[src/rtl/button_conditioner.sv]
// Button front end: two-flop synchroniser, per-channel debounce, press/release/long-press
// pulses and a latched one-hot selection register. Every output comes straight from a flop.
module button_conditioner #(
  parameter int N_BTN           = 5,
  parameter int DEBOUNCE_CYCLES = 240000,
  parameter int LONG_CYCLES     = 12000000
) (
  input  logic             clk,
  input  logic             rst,
  input  logic [N_BTN-1:0] btn_raw,
  output logic [N_BTN-1:0] btn_level,
  output logic [N_BTN-1:0] btn_press,
  output logic [N_BTN-1:0] btn_release,
  output logic [N_BTN-1:0] btn_long,
  output logic [N_BTN-1:0] selected
);

  localparam int DW = $clog2(DEBOUNCE_CYCLES);
  localparam int HW = $clog2(LONG_CYCLES + 1);

  logic [N_BTN-1:0] meta_q, sync_q;
  logic [N_BTN-1:0] level_q, level_d;
  logic [N_BTN-1:0] press_q, press_d;
  logic [N_BTN-1:0] release_q, release_d;
  logic [N_BTN-1:0] long_q, long_d;
  logic [N_BTN-1:0] sel_q, sel_d;
  logic [DW-1:0]    dcnt_q [N_BTN];
  logic [DW-1:0]    dcnt_d [N_BTN];
  logic [HW-1:0]    hcnt_q [N_BTN];
  logic [HW-1:0]    hcnt_d [N_BTN];

  always_comb begin
    level_d   = level_q;
    press_d   = '0;
    release_d = '0;
    long_d    = '0;
    for (int i = 0; i < N_BTN; i++) begin
      dcnt_d[i] = '0;
      hcnt_d[i] = hcnt_q[i];
      // A new level is accepted only after DEBOUNCE_CYCLES consecutive disagreeing samples.
      if (sync_q[i] != level_q[i]) begin
        if (dcnt_q[i] == DW'(DEBOUNCE_CYCLES - 1)) begin
          level_d[i]   = sync_q[i];
          press_d[i]   = sync_q[i];
          release_d[i] = ~sync_q[i];
        end else begin
          dcnt_d[i] = dcnt_q[i] + DW'(1);
        end
      end
      // Hold counter saturates at LONG_CYCLES so the long pulse fires only once per hold.
      if (!level_d[i]) begin
        hcnt_d[i] = '0;
      end else if (hcnt_q[i] != HW'(LONG_CYCLES)) begin
        hcnt_d[i] = hcnt_q[i] + HW'(1);
        long_d[i] = (hcnt_q[i] == HW'(LONG_CYCLES - 1));
      end
    end

    // Lowest-index press wins; a long press with no concurrent press deselects.
    sel_d = sel_q;
    if (|press_q) begin
      sel_d = press_q & (~press_q + N_BTN'(1));
    end else if (|long_q) begin
      sel_d = '0;
    end
  end

  always_ff @(posedge clk) begin
    if (rst) begin
      meta_q    <= '0;
      sync_q    <= '0;
      level_q   <= '0;
      press_q   <= '0;
      release_q <= '0;
      long_q    <= '0;
      sel_q     <= '0;
      for (int i = 0; i < N_BTN; i++) begin
        dcnt_q[i] <= '0;
        hcnt_q[i] <= '0;
      end
    end else begin
      meta_q    <= btn_raw;
      sync_q    <= meta_q;
      level_q   <= level_d;
      press_q   <= press_d;
      release_q <= release_d;
      long_q    <= long_d;
      sel_q     <= sel_d;
      for (int i = 0; i < N_BTN; i++) begin
        dcnt_q[i] <= dcnt_d[i];
        hcnt_q[i] <= hcnt_d[i];
      end
    end
  end

  assign btn_level   = level_q;
  assign btn_press   = press_q;
  assign btn_release = release_q;
  assign btn_long    = long_q;
  assign selected    = sel_q;

endmodule

[config.mk]
export PLATFORM = sky130hd
export DESIGN_NAME = button_conditioner
export DESIGN_NICKNAME = d
export VERILOG_FILES = /design/src/rtl/button_conditioner.sv
export SDC_FILE = /design/constraint.sdc
export NUM_CORES = 1
export LEC_CHECK = 0
export ABC_AREA = 1
export CORE_ASPECT_RATIO = 2
export CORE_MARGIN = 2
export CORE_UTILIZATION = 60
export CTS_BUF_LIST = sky130_fd_sc_hd__clkbuf_4
export DETAILED_ROUTE_END_ITERATION = 12
export PLACE_DENSITY = 0.81
export SYNTH_ARGS = -nofsm -noshare
export SYNTH_HDL_FRONTEND = slang
export SYNTH_SLANG_ARGS = --single-unit
[constraint.sdc]
create_clock -name clk -period 1.7 [get_ports clk]
set_input_delay 0.17 -clock clk [delete_from_list [all_inputs] [get_ports clk]]
set_output_delay 0.17 -clock clk [all_outputs]
set_load 0.02 [all_outputs]
==> results.toml <==
[status]
status = "completed"

[floorplan]
io-pin-count = 32
core-area_mm2 = 0.0219
start_util = 0.606
die_x_um = 109
rows = 77
fp.dieH_um = 214
dieArea_mm2 = 0.0234

[drt]
wl_per_cell_um = 12.2
drt_iter0_drc = 827
drcViolationCount = 0
vias = 12700
avgViaCountPerCell = 5.05
routed_wl_um = 30600
postRouteAntennaNets = 0
dr.pass1.iters = 5

[placement]
gp_congestion = 0.935
placed_area_mm2 = 0.0141
dp.cells = 2396
io_buffers = 31
hpwl_um = 20800

[setup_path]
worst-r2r-cell-count = 10
arrival_ns = 2.29
cp-end-kind = "register"
path_max_fanout = 7
startpoint_type = "register"
crit_type = "reg -> reg"
critical_path_required_ns = 2.34

[timing]
worst_pin_slew_ns = 0.444
hold_violations = 0
skew_ns = 0.0366
rsz0062_at_grt = "yes"
tns_ns = 0
holdWs_ns = 0.372
max_clock_freq_mhz = 607
finalCritPeriodShare = 0.970
setup_viol = 0
drv_slew = 0
min_period_ns = 1.65
max_slew_margin = 0.702

[global_route]
grt_pass1_wl_um = 49100
grtUsageTotal = 0.250
antenna_found_initial = 1
first_global_vias = 11400
overflow = 0
grt_max_degree = 27

[yosys]
synth.distinct_cells = 33
synth_cells = 2069
avgSynthCellArea_um2 = 6.40
synth_area_mm2 = 0.0133
synth_seq_area_share = 0.370
ys_ff_latch = 245
synth_warnings = 0
syn_nets = 2091

[layout]
fillCellCount = 1889
final_nets = 2220
syn2layout_area_growth_pct = 15.4
drive_gt1_frac = 0.119
final_cell_area_mm2 = 0.0153
ff_latch_area_mm2 = 0.00491
stdcell_count = 2518
multi_input_area_mm2 = 0.00736

[clock_network]
cts_root_buffer = "clkbuf_4"
path_clk_slew_ns = 0.07
clk_path_buf_depth = 3
tritoncts = "done"
cts.sinks = 245
cts-htree-levels = 2
cts_buffers = 56
insertion_delay_ns = 0.73

[power_and_ir_drop]
power_leakage_nw = 5.51
power_density_mw_per_mm2 = 702
ir_drop_mv = 0.745

[worst_hold_path]
hold_path.class = "in -> reg"
whs_path_depth = 3

[run]
max_cap_violations = 0
## Yosys cell counts, drive strengths merged
cell type | instances | area share
nand2 | 538 | 0.16
a21oi | 49 | 0.019
o21bai | 1 | 0.00057
xor2 | 66 | 0.044
buf | 16 | 0.011
nand3 | 128 | 0.053
and3 | 2 | 0.00094
o21a | 2 | 0.0011
nor4 | 2 | 0.00094
nand4 | 43 | 0.020
inv | 311 | 0.089
nor3 | 43 | 0.017
clkbuf | 1 | 0.00028
o21ai | 25 | 0.0094
or2 | 7 | 0.0033
ha | 15 | 0.014
nand3b | 21 | 0.012
nor3b | 18 | 0.010
xnor2 | 22 | 0.015
dfxtp | 245 | 0.37
and2 | 1 | 0.00047
nor2 | 513 | 0.15
## worst paths after layout
path	startpoint	to	slack, ns
hold / removal	rst	sync_q[4]	0.37
hold reg to reg	meta_q[4]	sync_q[4]	0.40
setup / recovery	dcnt_q[0][54]	hcnt_q[0][78]	0.05
setup reg to reg	dcnt_q[0][54]	hcnt_q[0][78]	0.05
## state kept, by name (all words and copies together) (netlist names)
signal	count
btn_level	5
meta_q	5
dcnt_q	90
hcnt_q	120
btn_long	5
btn_press	5
selected	5
btn_release	5
sync_q	5
## layer usage
| metal | GRT usage | up-vias | routed length, um |
|---|---|---|---|
| met1 | 0.327 | 5618 | 13600 |
| met4 | 0.0979 | 0 | 1140 |
| met5 | 0 | - | 0 |
| met3 | 0.0426 | 82 | 1590 |
| li1 | - | 6660 | - |
| met2 | 0.404 | 345 | 14300 |
## layout by cell type, fill, tap and decap left out, types with 3 or more instances in the layout
cell type	instances
nand3_2	6
clkdlybuf4s50_1	6
inv_2	3
nand3b_1	21
nand3_1	116
xor2_1	66
ha_1	11
nand2_4	4
nor3_2	4
clkdlybuf4s15_1	3
dfxtp_1	238
dlygate4sd3_1	5
clkdlybuf4s15_2	3
nand2_1	517
nor3b_1	18
nor3_1	39
a21oi_1	49
clkinv_2	9
nand4_1	43
nor2_1	451
nor2_2	53
clkbuf_4	79
buf_4	38
o21ai_0	24
nor2_4	9
dlygate4sd2_1	18
nand3_4	14
clkinv_1	11
xnor2_1	22
inv_1	307
buf_12	4
nand2_2	17
or2_2	7
dfxtp_2	7
## where the power goes
part	switching, mW	leakage [nW]	internal [mW]
registers	0.00824	1.98	5.75
clock network	2.39	0.444	2.46
logic	0.0738	3.09	0.0461
total	2.47	5.51	8.26
## stage by stage
stage | utilization | worst slack [ns] | power, mW
after floorplan | - | 0.196 | 5.94
after global placement | 0.644 | 0.0498 | 5.99
after detailed placement | 0.644 | 0.0275 | 5.99
after CTS | 0.679 | 0.000473 | 10.8
after global routing | 0.699 | -0.0351 | 11.1
final | 0.699 | 0.0515 | 10.7
## worst max-delay path, cell delays in order, from the launching register on
cell	delay (ns)
dfxtp_2	0.36
ha_4	0.14
nand2_2	0.07
nor2_4	0.11
nand2_1	0.06
nor2_2	0.14
nand2_2	0.09
nand2_2	0.09
nand3_4	0.16
clkbuf_16	0.23
nor2_1	0.10
## cells by family after synthesis
group,count (synthesis),synth area share
buffers and inverters,328,0.100
DFF,245,0.370
adders and majority gates,15,0.0142
AOI/OAI and AO/OA,77,0.0297
xor gates and xnor gates,88,0.0582
and+or+nand+nor,1316,0.428
## timing repair
item                                    CTS  global route
gates cloned                              0            10
hold endpoints to repair                  5             0
endpoints found under the setup margin   25           132
resized for setup                        32            71
pin swaps                                 0            22
hold buffers                              5             0
setup buffers                             0             5
## cell type report
type                    count  area share
diodes                      1    0.000164
clock buffers              79      0.0388
clock inverters            22     0.00958
inverters                 311      0.0769
multi-input cells        1504       0.481
flip-flops and latches    245       0.321
well taps                 276      0.0226
repair buffers             80      0.0492
Note: power is estimated with default switching activity, not from simulation.
